[src/rtl/pipe_pkg.sv]
// Shared constants and payload layout for the execute->writeback pipeline register.
package pipe_pkg;
    localparam int PC_W_D   = 32;
    localparam int OP_W_D   = 6;
    localparam int DATA_W_D = 32;
    localparam int REG_W_D  = 5;
    localparam int CNT_W_D  = 16;
    localparam logic [5:0] NOP_OP = 6'd55;

    typedef struct packed {
        logic [PC_W_D-1:0]   pc;
        logic [OP_W_D-1:0]   op;
        logic [DATA_W_D-1:0] os;
        logic [DATA_W_D-1:0] ot;
        logic [DATA_W_D-1:0] imm_dpl;
        logic [REG_W_D-1:0]  wreg;
        logic [DATA_W_D-1:0] result;
    } ew_payload_t;
endpackage

[src/rtl/pipe_slot.sv]
// One payload register plus valid bit; a NOP opcode never carries a write register.
import pipe_pkg::*;

module pipe_slot #(
    parameter int PC_W   = PC_W_D,
    parameter int OP_W   = OP_W_D,
    parameter int DATA_W = DATA_W_D,
    parameter int REG_W  = REG_W_D,
    parameter int NOP_V  = 55
) (
    input  logic              clk,
    input  logic              rstd,
    input  logic              i_ld,
    input  logic              i_clr,
    input  logic [PC_W-1:0]   i_pc,
    input  logic [OP_W-1:0]   i_op,
    input  logic [DATA_W-1:0] i_os,
    input  logic [DATA_W-1:0] i_ot,
    input  logic [DATA_W-1:0] i_imm,
    input  logic [REG_W-1:0]  i_wreg,
    input  logic [DATA_W-1:0] i_res,
    output logic              o_valid,
    output logic [PC_W-1:0]   o_pc,
    output logic [OP_W-1:0]   o_op,
    output logic [DATA_W-1:0] o_os,
    output logic [DATA_W-1:0] o_ot,
    output logic [DATA_W-1:0] o_imm,
    output logic [REG_W-1:0]  o_wreg,
    output logic [DATA_W-1:0] o_res
);
    logic              r_valid;
    logic [PC_W-1:0]   r_pc;
    logic [OP_W-1:0]   r_op;
    logic [DATA_W-1:0] r_os, r_ot, r_imm, r_res;
    logic [REG_W-1:0]  r_wreg;
    logic              w_nop;

    assign w_nop = (i_op == OP_W'(NOP_V));

    always_ff @(posedge clk) begin
        if (rstd) begin
            r_valid <= 1'b0;
            r_pc    <= '0;
            r_op    <= '0;
            r_os    <= '0;
            r_ot    <= '0;
            r_imm   <= '0;
            r_wreg  <= '0;
            r_res   <= '0;
        end else if (i_clr) begin
            r_valid <= 1'b0;
        end else if (i_ld) begin
            r_valid <= 1'b1;
            r_pc    <= i_pc;
            r_op    <= i_op;
            r_os    <= i_os;
            r_ot    <= i_ot;
            r_imm   <= i_imm;
            r_wreg  <= w_nop ? '0 : i_wreg;
            r_res   <= i_res;
        end
    end

    assign o_valid = r_valid;
    assign o_pc    = r_pc;
    assign o_op    = r_op;
    assign o_os    = r_os;
    assign o_ot    = r_ot;
    assign o_imm   = r_imm;
    assign o_wreg  = r_wreg;
    assign o_res   = r_res;
endmodule

[src/rtl/ew_skid_reg.sv]
// Execute->writeback register with a 2-entry skid buffer; in_ready depends only on state,
// so writeback back-pressure never forms a combinational path into execute.
import pipe_pkg::*;

module ew_skid_reg #(
    parameter int PC_W   = PC_W_D,
    parameter int OP_W   = OP_W_D,
    parameter int DATA_W = DATA_W_D,
    parameter int REG_W  = REG_W_D,
    parameter int NOP_OP = 55,
    parameter int CNT_W  = CNT_W_D
) (
    input  logic              clk,
    input  logic              rstd,
    input  logic              flush,
    input  logic              in_valid,
    output logic              in_ready,
    input  logic [PC_W-1:0]   pc_in,
    input  logic [OP_W-1:0]   op_in,
    input  logic [DATA_W-1:0] os_in,
    input  logic [DATA_W-1:0] ot_in,
    input  logic [DATA_W-1:0] imm_dpl_in,
    input  logic [REG_W-1:0]  wreg_in,
    input  logic [DATA_W-1:0] result_in,
    output logic              out_valid,
    input  logic              out_ready,
    output logic [PC_W-1:0]   pc_out,
    output logic [OP_W-1:0]   op_out,
    output logic [DATA_W-1:0] os_out,
    output logic [DATA_W-1:0] ot_out,
    output logic [DATA_W-1:0] imm_dpl_out,
    output logic [REG_W-1:0]  wreg_out,
    output logic [DATA_W-1:0] result_out,
    output logic [CNT_W-1:0]  stall_cnt
);
    logic              w_main_v, w_skid_v, w_push, w_pop;
    logic              w_main_ld, w_main_clr, w_skid_ld, w_skid_clr;
    logic [PC_W-1:0]   w_m_pc, w_s_pc, w_d_pc;
    logic [OP_W-1:0]   w_m_op, w_s_op, w_d_op;
    logic [DATA_W-1:0] w_m_os, w_s_os, w_d_os, w_m_ot, w_s_ot, w_d_ot;
    logic [DATA_W-1:0] w_m_imm, w_s_imm, w_d_imm, w_m_res, w_s_res, w_d_res;
    logic [REG_W-1:0]  w_m_wreg, w_s_wreg, w_d_wreg;
    logic [CNT_W-1:0]  r_stall;

    assign in_ready = !w_skid_v;
    assign w_push   = in_valid && in_ready;
    assign w_pop    = w_main_v && out_ready;

    // Main refills from skid when skid holds the older entry, otherwise straight from execute.
    assign w_main_ld  = !flush && ((w_pop && w_skid_v) || (w_push && (!w_main_v || w_pop)));
    assign w_main_clr = flush || (w_pop && !w_skid_v && !w_push);
    assign w_skid_ld  = !flush && w_push && w_main_v && !w_pop;
    assign w_skid_clr = flush || (w_pop && w_skid_v);

    assign w_d_pc   = w_skid_v ? w_s_pc   : pc_in;
    assign w_d_op   = w_skid_v ? w_s_op   : op_in;
    assign w_d_os   = w_skid_v ? w_s_os   : os_in;
    assign w_d_ot   = w_skid_v ? w_s_ot   : ot_in;
    assign w_d_imm  = w_skid_v ? w_s_imm  : imm_dpl_in;
    assign w_d_wreg = w_skid_v ? w_s_wreg : wreg_in;
    assign w_d_res  = w_skid_v ? w_s_res  : result_in;

    pipe_slot #(.PC_W(PC_W), .OP_W(OP_W), .DATA_W(DATA_W), .REG_W(REG_W), .NOP_V(NOP_OP)) u_main (
        .clk(clk), .rstd(rstd), .i_ld(w_main_ld), .i_clr(w_main_clr),
        .i_pc(w_d_pc), .i_op(w_d_op), .i_os(w_d_os), .i_ot(w_d_ot), .i_imm(w_d_imm),
        .i_wreg(w_d_wreg), .i_res(w_d_res),
        .o_valid(w_main_v), .o_pc(w_m_pc), .o_op(w_m_op), .o_os(w_m_os), .o_ot(w_m_ot),
        .o_imm(w_m_imm), .o_wreg(w_m_wreg), .o_res(w_m_res)
    );

    pipe_slot #(.PC_W(PC_W), .OP_W(OP_W), .DATA_W(DATA_W), .REG_W(REG_W), .NOP_V(NOP_OP)) u_skid (
        .clk(clk), .rstd(rstd), .i_ld(w_skid_ld), .i_clr(w_skid_clr),
        .i_pc(pc_in), .i_op(op_in), .i_os(os_in), .i_ot(ot_in), .i_imm(imm_dpl_in),
        .i_wreg(wreg_in), .i_res(result_in),
        .o_valid(w_skid_v), .o_pc(w_s_pc), .o_op(w_s_op), .o_os(w_s_os), .o_ot(w_s_ot),
        .o_imm(w_s_imm), .o_wreg(w_s_wreg), .o_res(w_s_res)
    );

    always_ff @(posedge clk) begin
        if (rstd)
            r_stall <= '0;
        else if (w_main_v && !out_ready && !(&r_stall))
            r_stall <= r_stall + 1'b1;
    end

    assign out_valid   = w_main_v;
    assign pc_out      = w_m_pc;
    assign op_out      = w_main_v ? w_m_op : OP_W'(NOP_OP);
    assign os_out      = w_m_os;
    assign ot_out      = w_m_ot;
    assign imm_dpl_out = w_m_imm;
    assign wreg_out    = w_main_v ? w_m_wreg : '0;
    assign result_out  = w_m_res;
    assign stall_cnt   = r_stall;
endmodule

[config.mk]
export PLATFORM = sky130hd
export DESIGN_NAME = ew_skid_reg
export DESIGN_NICKNAME = d
export VERILOG_FILES = /design/src/rtl/pipe_pkg.sv /design/src/rtl/pipe_slot.sv /design/src/rtl/ew_skid_reg.sv
export SDC_FILE = /design/constraint.sdc
export NUM_CORES = 1
export LEC_CHECK = 0
export ABC_AREA = 1
export CAP_MARGIN = 20
export CORE_MARGIN = 2
export CORE_UTILIZATION = 29
export DETAILED_ROUTE_END_ITERATION = 6
export RECOVER_POWER = 25
export SLEW_MARGIN = 5
export SYNTH_ARGS = -nofsm -noshare
export SYNTH_HDL_FRONTEND = slang
export SYNTH_SLANG_ARGS = --single-unit
[constraint.sdc]
create_clock -name clk -period 1.7 [get_ports clk]
set_input_delay 0.34 -clock clk [delete_from_list [all_inputs] [get_ports clk]]
set_output_delay 0.34 -clock clk [all_outputs]
set_load 0.005 [all_outputs]
Word level (Yosys, flattened, before mapping). Cells that the tools add are included.

Register bits: 360. Bits of input ports: 176. Word-level logic and storage cells: 61.

Add/subtract/negate cells: 1. Equality and inequality tests: 2. Multiplexer cells: 11. Bitwise operators: 2. Reductions and logical operators: 28.

Operators with widths (number): 32-bit two-way mux (5); 5-bit two-way mux (4); 16-bit by 1-bit adder with 16-bit output, second input constant (1); 16-bit AND reduction (1); 6-bit equality test, second input constant (2); 1-bit logical AND (12); 6-bit two-way mux (2); 1-bit zero test (7); 1-bit logical OR (4); 2-bit AND reduction (2); 2-bit OR reduction (2); 1-bit NOT (2).

Longest topological paths before layout. Gate-level depths: netlist of the first run.

Depth after elaboration: 7. Mapped depth: 11.

Cells and area by module. Synthesis of the first run repeated with hierarchy kept, for this count alone.

Cells, all modules: 2232. Area total of the unflattened synthesis: 15215.8 µm².

By module, submodules not included: pipe_slot (instances 2, cells an instance 752, area each 6025.8 µm², sequential area each 3443.3 µm²); ew_skid_reg (instances 1, cells an instance 728, area each 3164.3 µm², sequential area each 320.3 µm²).

Least setup slack after synthesis of the first run. No wires, ideal clock.

Kind: flip-flop to flip-flop. Start: register r_stall[0], in the netlist stall_cnt[0]. End: register r_stall[10], in the netlist stall_cnt[10]. Setup time: 0.113 ns. Data arrival time: 1.410 ns. Path slack: 0.177 ns. Stages on the path, launching flop included: 12. Path buffers: 1. Cells stage by stage: dfxtp_1 ha_1 nand2_1 nor2_1 nand2_1 inv_2 nand2_2 nand2_2 buf_6 nand2_1 nand2_1 nor2_1.

Word-level cells in the longest chain between the ends: 3. Elaborated cells between the ends (all ways): 4.

RTL lines: start: declaration (RTL line ew_skid_reg.sv:43) `logic [CNT_W-1:0] r_stall;`; start signal: assignment (RTL line ew_skid_reg.sv:83) `r_stall <= r_stall + 1'b1;`; branches (longest 3 deep; another with 16-bit by 1-bit adder with 16-bit output).

Several ways; the timed one is not identified. A chain may end at the register's enable or synchronous reset.

Worst setup path after layout of the first run.
Start: register u_skid.r_valid, in the netlist u_skid.o_valid. End: register u_skid.r_op[1], in the netlist u_skid.o_op[1].

Word-level cells in the longest chain between the ends: 6. Elaborated cells between the ends (all ways): 9.

RTL lines: start: declaration (RTL line pipe_slot.sv:31) `logic r_valid;`; start signal: assignment (RTL line pipe_slot.sv:42) `r_valid <= 1'b0;`; start signal: assignment (RTL line pipe_slot.sv:51) `r_valid <= 1'b0;`; start signal: assignment (RTL line pipe_slot.sv:53) `r_valid <= 1'b1;`; 1-bit zero test (RTL line ew_skid_reg.sv:45) `assign in_ready = !w_skid_v;`; 1-bit logical AND (RTL line ew_skid_reg.sv:46) `assign w_push = in_valid && in_ready;`; 1-bit logical AND (3 in series) (RTL line ew_skid_reg.sv:52) `assign w_skid_ld = !flush && w_push && w_main_v && !w_pop;`; 2-bit AND reduction (no line) *; end signal: assignment (RTL line pipe_slot.sv:55) `r_op <= i_op;`; end: declaration (RTL line pipe_slot.sv:33) `logic [OP_W-1:0] r_op;`.

Every way passes the cells marked *; elsewhere a longest branch is shown, timed or not.

==> results of run 1 <==
sequential cells by signal, summed over array words and instances (netlist names):
signal and cells:
u_skid.o_op 6, u_skid.o_imm 32, u_main.o_imm 32, u_main.o_valid 1, u_main.o_os 32, u_main.o_wreg 5, stall_cnt 16, u_main.o_op 6
u_main.o_pc 32, u_skid.o_res 32, u_main.o_res 32, u_skid.o_pc 32, u_skid.o_valid 1, u_skid.o_ot 32, u_main.o_ot 32, u_skid.o_wreg 5
u_skid.o_os 32
final cells by class:
class,instances,area [um2]
diodes,6,15.0
clock buffers,58,1240
clock inverters,20,238
fillers,5284,29800
inverters,75,320
multi-input cells,1624,6830
flip-flops and latches,360,7270
well taps,680,851
repair buffers,454,4770
repair inverters,1,16.3
what timing repair did:
item                                    CTS  global route
buffers inserted                          4             6
resized for setup                       278            65
endpoints found under the setup margin  232           252
gates cloned                              0            14
pin swaps                                 0             5
stage by stage:
step	std cells	hold WS, ns	util	TNS, ns	setup WS (ns)
final	3278	0.226	0.420	0	0.0339
after global routing	3277	0.239	0.420	-0.113	-0.0321
after CTS	3253	0.198	0.408	-0.0423	-0.0423
after detailed placement	3171	0.438	0.382	-98.61	-0.380
after global placement	3171	0.432	0.382	-90.88	-0.337
after floorplan	2212	0.418	-	0	0.177
tightest hold or removal path: cells and delay by family:
| kind | cells | cell delay (ns) |
|---|---|---|
| buf+inv | 2 | 0.23 |
| simple gates | 2 | 0.13 |
cell families (layout without fill, tap and decap cells):
kind of cell	Yosys count	in the layout	synth area share
and+or+nand+nor	1192	1192	0.302
AOI/OAI and AO/OA	421	421	0.140
DFF	360	360	0.478
buffers and inverters	228	608	0.0724
xor gates and xnor gates	5	5	0.00291
muxes	5	5	0.00332
adders and majority gates	1	1	0.000831
other	0	6	0
per-layer routing:
layer,wire (um),vias up,share of wire,GRT usage
met5,25,-,0.00048,0
met4,1330,4,0.026,0.0657
met3,3270,81,0.063,0.0367
met2,25000,398,0.48,0.301
met1,22500,7073,0.43,0.223
li1,-,7666,-,-
synthesized netlist by cell type:
cell type / instances / area, um2
o21ai_0: 136 / 681
buf_2: 69 / 345
o21ai_1: 95 / 475
buf_4: 10 / 75.1
ha_1: 1 / 12.5
nand3_4: 1 / 17.5
buf_8: 1 / 15.0
nand4_1: 3 / 18.8
clkbuf_2: 2 / 10.0
inv_2: 4 / 15.0
xor2_1: 4 / 35.0
nand3_1: 23 / 115
nor3_1: 1 / 5.00
nand2_1: 789 / 2960
o21bai_1: 1 / 7.51
xnor2_1: 1 / 8.76
nor2_1: 370 / 1390
nand3b_1: 1 / 7.51
a21oi_1: 188 / 941
mux2i_1: 5 / 50.1
a311oi_1: 1 / 8.76
nor2_4: 1 / 11.3
buf_6: 13 / 146
clkinv_1: 1 / 3.75
dfxtp_1: 360 / 7210
inv_1: 70 / 263
nand2_2: 3 / 18.8
clkbuf_1: 58 / 218
power breakdown:
part | switching (mW) | internal, mW
combinational | 1.11 | 1.12
clock | 3.75 | 5.90
sequential | 0.183 | 8.78
total | 5.04 | 15.8
path summary, 6_finish.rpt:
path	from	end	cells after the start
setup / recovery	u_skid.o_valid	u_skid.o_op[1]	9
hold / removal	rstd	stall_cnt[1]	4
setup reg to reg	u_skid.o_valid	u_skid.o_op[1]	9
hold reg to reg	u_skid.o_pc[2]	u_skid.o_pc[2]	2
==> impl_metrics.py, run 1 <==
metrics = {
    "floorplan": {
        "dieArea_um2": 53800,
        "die_h_um": 232,
        "core_um2": 51300,
        "start_util": 0.294,
        "ios": 365,
        "die_w_um": 232,
        "rows": 83,
    },
    "setup_path": {
        "cp_slowest_cell": "dfxtp_4",
        "setup.worst_path.end_class": "flop",
        "path_buf_inv": 5,
        "crit_type": "flop to flop",
        "cp_top_family": "buffers and inverters",
        "r2r_setup_slack_ns": 0.03,
        "path_cells": "buf_4, nor2_4, buf_4, nand3_4, buf_12, buf_12, clkbuf_16, o21ai_0, a21oi_1",
        "cp.required_ns": 2.14,
        "cp_max_fo": 30,
        "critPathArrivalTime_ns": 2.11,
        "cpPeakStageDelay_ns": 0.36,
        "critPathLaunchType": "flop",
    },
    "yosys": {
        "seq_area_frac_synth": 0.478,
        "ys_seq_elements": 360,
        "synth_cell_types": 28,
        "synth_nets": 2389,
        "yosysWarnings": 0,
        "syn_avg_cell_area_um2": 6.81,
        "synth.cell_area_um2": 15100,
        "syn-instance-count": 2212,
    },
    "finish": {
        "area_growth_pct": 43.1,
        "finish.instance_area_um2": 21500,
        "drive_above_1_share": 0.0961,
        "final_common_cell": "nand2_1",
        "final_cell_mix": "784 x nand2_1, 368 x nor2_1, 312 x dfxtp_1",
        "nets": 2736,
    },
    "timing": {
        "report.final.hold_viol_count": 0,
        "layout_min_cycle_time_ns": 1.67,
        "max_clock_freq_mhz": 600,
        "slew-limit-headroom": 0.473,
        "worst_slew_pin_slew_ns": 0.790,
        "drv_slew": 0,
        "rsz0062_at_grt": "true",
        "skew_ns": 0.0131,
        "post-route-period-util": 0.980,
        "setup_viol": 0,
    },
    "worst_hold_path": {
        "min_path_type": "input port to flop",
    },
    "cts": {
        "htreeDepth": 2,
        "cts.clk_slew.worst_paths_ns": 0.06,
        "clock_path_buffers": 3,
        "cts_tree": "done",
        "clock_sinks": 360,
        "cts_made_buffers": 43,
        "insertion_delay_ns": 0.55,
        "clockRootBuffer": "clkbuf_16",
        "cts-hold-fix-buffers": 0,
    },
    "power": {
        "irDropWorstVdd_mv": 0.641,
        "power_density_nw_per_um2": 967,
        "power_leakage_nw": 9.37,
        "power_mw": 20.8,
    },
    "route": {
        "ant_nets": 0,
        "drc": 0,
        "wl_um": 52200,
        "first_pass_iters": 7,
        "vias_per_cell": 4.64,
        "wl_per_cell_um": 15.9,
        "drt_iter0_markers": 891,
        "vias": 15200,
    },
    "global_route": {
        "grt_pass1_wl_um": 77200,
        "gr-total-overflow": 0,
        "grt_max_degree": 143,
        "grt_pass1_vias": 14200,
        "grt_usage": 0.178,
        "antenna_found_initial": 10,
    },
    "placement": {
        "dp.final_hpwl_um": 32700,
        "globalplace.congestion": 0.815,
        "io_buffer_count": 364,
        "placed_area_um2": 19600,
    },
    "run_status": {
        "status": "finished clean",
    },
    "job": {
        "max_cap_viol_count": 0,
    },
}
No activity file was read; power rests on OpenSTA's default activity.
==> inputs of run 2 (changes only) <==
- CAP_MARGIN: 20 -> not set
==> results of run 2 <==
The final DEF is identical to that of run 1; final timing and power are the same.
==> inputs of run 3 (changes only) <==
- ABC_AREA: 1 -> not set
- GPL_TIMING_DRIVEN: not set -> 0
==> impl_metrics.py, run 3 <==
metrics = {
    "yosys": {
        "syn-instance-count": 1628,
        "yosysWarnings": 0,
        "synth_commonest_cells": "360 x dfxtp_1, 338 x nand2_1, 182 x a21oi_1",
        "synth.cell_area_um2": 14400,
        "synthMostInstantiatedCell": "dfxtp_1",
        "synthTopCellsByArea": "dfxtp_1 50%, mux2i_1 12%, nand2_1 8.8%",
        "seq_area_frac_synth": 0.502,
        "async_reset_ff_frac": 0,
        "synth_cell_types": 45,
        "synth-edff-count": 0,
        "syn_avg_cell_area_um2": 8.82,
        "synth_ff_type": "dfxtp_1",
        "synth_top_area_frac": 0.502,
        "post-synth-top-area-cell": "dfxtp_1",
        "ys_seq_elements": 360,
        "synth_nets": 1805,
    },
    "placement": {
        "dp.cells": 2655,
        "globalplace.congestion": 0.834,
        "io_buffer_count": 363,
        "dp.final_hpwl_um": 36100,
        "placed_area_um2": 18800,
        "pre_cts_ws_ns": -1.35,
    },
    "power": {
        "irDropWorstVdd_mv": 0.575,
        "power_density_nw_per_um2": 952,
        "power_mw": 20.8,
        "power_leakage_nw": 8.08,
    },
    "finish": {
        "area_growth_pct": 52.2,
        "n_fill_cell": 4740,
        "nets": 2254,
        "fin_cells": 2777,
        "drive_above_1_share": 0.178,
        "final_common_cell": "nand2_1",
        "final_cell_mix": "338 x nand2_1, 328 x dfxtp_1, 181 x a21oi_1",
        "finish.instance_area_um2": 21900,
    },
    "worst_hold_path": {
        "min_path_type": "input port to flop",
        "hold_depth": 3,
        "min_to": "u_skid.o_pc[10]",
        "hp-start": "pc_in[10]",
    },
    "floorplan": {
        "ios": 365,
        "dieArea_um2": 51300,
        "core_um2": 49000,
        "start_util": 0.293,
        "die_h_um": 227,
        "die_w_um": 227,
        "rows": 81,
    },
    "global_route": {
        "gr-total-overflow": 0,
        "grt_usage": 0.193,
        "grtUsageMet1": 0.238,
        "grtUsageMet2": 0.321,
        "grtUsageMet3": 0.0503,
        "grt_pass1_wl_um": 75800,
        "grt_pass1_vias": 13100,
        "antenna_found_initial": 15,
        "gr-max-usage-layer": "met2",
        "grt_max_degree": 13,
    },
    "timing": {
        "rsz0062_at_grt": "true",
        "post-route-period-util": 1.10,
        "slew-limit-headroom": 0.519,
        "finalWorstSetupSlack_ns": -0.173,
        "drv_slew": 0,
        "setup_viol": 166,
        "max_clock_freq_mhz": 534,
        "report.final.hold_viol_count": 0,
        "layout_min_cycle_time_ns": 1.87,
        "skew_ns": 0.0264,
        "fin_setup_tns_ns": -18.62,
        "worst_slew_pin_slew_ns": 0.722,
    },
    "run_status": {
        "status": "finished with violations",
        "violations": "negative setup slack",
    },
    "route": {
        "vias": 13300,
        "wl_per_cell_um": 18.4,
        "vias_per_cell": 4.79,
        "drc": 0,
        "first_pass_iters": 5,
        "ant_nets": 0,
        "drt_iter0_markers": 741,
        "wl_um": 51200,
    },
    "cts": {
        "clockRootBuffer": "clkbuf_16",
        "htreeDepth": 2,
        "cts.clk_slew.worst_paths_ns": 0.06,
        "cts_tree": "done",
        "clock_sinks": 360,
        "clock_path_buffers": 3,
        "insertion_delay_ns": 0.56,
        "cts_made_buffers": 42,
        "cts-hold-fix-buffers": 0,
    },
    "setup_path": {
        "setup.worst_path.end_class": "flop",
        "critPathArrivalTime_ns": 2.32,
        "r2r_setup_slack_ns": -0.17,
        "path_cells": "buf_6, buf_6, mux2i_4, nor3_2, buf_6, buf_12, buf_4, buf_12, buf_12, a211oi_1",
        "timing.rr.start": "u_main.o_valid",
        "rr_endpoint": "u_main.o_ot[30]",
        "critPathLaunchType": "flop",
        "path_buf_inv": 7,
        "r2r_cells": 10,
        "cpPeakStageDelay_ns": 0.32,
        "cp_max_fo": 10,
        "cp_slowest_cell": "dfxtp_2",
        "cp.required_ns": 2.15,
        "cp_top_family": "buffers and inverters",
        "crit_type": "flop to flop",
    },
    "job": {
        "max_cap_viol_count": 0,
    },
}
==> run 3: layer usage <==
| metal | vias to the layer above | wire [um] |
|---|---|---|
| met1 | 6295 | 21900 |
| met5 | - | 80 |
| met4 | 12 | 1440 |
| li1 | 6567 | - |
| met3 | 97 | 3050 |
| met2 | 318 | 24700 |
==> run 3: how the worst max path moves through the flow <==
stage                               from          endpoint  slack [ns]  cells after the start
after floorplan             stall_cnt[0]      stall_cnt[3]       0.001                      6
after global placement         out_ready  u_skid.o_res[12]       -1.32                      7
after detailed placement       out_ready  u_skid.o_res[15]       -1.35                      7
after CTS                 u_main.o_valid       wreg_out[0]       -0.14                      4
after global routing      u_main.o_valid    u_main.o_ot[3]       -0.26                     10
final                     u_main.o_valid   u_main.o_ot[30]       -0.17                     10
==> run 3: layout make-up <==
class                   instances  area [um2]  share of cell area
diodes                          9        22.5             0.00103
inverters                       3        11.3            0.000515
multi-input cells            1127        7100               0.325
flip-flops and latches        360        7280               0.333
plain buffers                 131        1060              0.0485
well taps                     664         831              0.0380
clock buffers                  59        1230              0.0561
clock inverters                12         194             0.00887
repair buffers                412        4130               0.189
==> run 3: report_power, final <==
| part | internal (mW) | switching [mW] |
|---|---|---|
| clock network | 5.75 | 3.62 |
| logic | 1.33 | 1.19 |
| registers | 8.74 | 0.179 |
| total | 15.8 | 4.99 |
==> run 3: repair_timing <==
item                                    CTS  global route
buffers inserted                         22            13
endpoints found under the setup margin  547           284
pin swaps                                40            39
endpoints found under the hold margin     0             0
resized for setup                       482           111
cloned                                   12             4
==> run 3: cells by family (layout without fill, tap and decap cells) <==
group / Yosys count / in the layout / share of synthesized area
flops: 360 / 360 / 0.502
other cells: 0 / 9 / 0
fa+ha+maj: 1 / 1 / 0.000871
mux: 174 / 174 / 0.121
simple gates: 580 / 580 / 0.166
buf+inv: 141 / 617 / 0.0467
compound gates: 372 / 372 / 0.163
==> run 3: per-stage QoR <==
stage,utilization,hold slack [ns]
2_1_floorplan,-,0.419
3_3_place_gp,0.385,0.438
3_5_place_dp,0.385,0.443
4_1_cts,0.435,0.319
5_1_grt,0.446,0.348
6_report,0.447,0.353
==> run 3: worst register-to-register path: stages (launching register included) <==
cell	delay, ns
dfxtp_2	0.32
buf_6	0.12
buf_6	0.12
mux2i_4	0.15
nor3_2	0.08
buf_6	0.15
buf_12	0.13
buf_4	0.16
buf_12	0.16
buf_12	0.15
a211oi_1	0.21
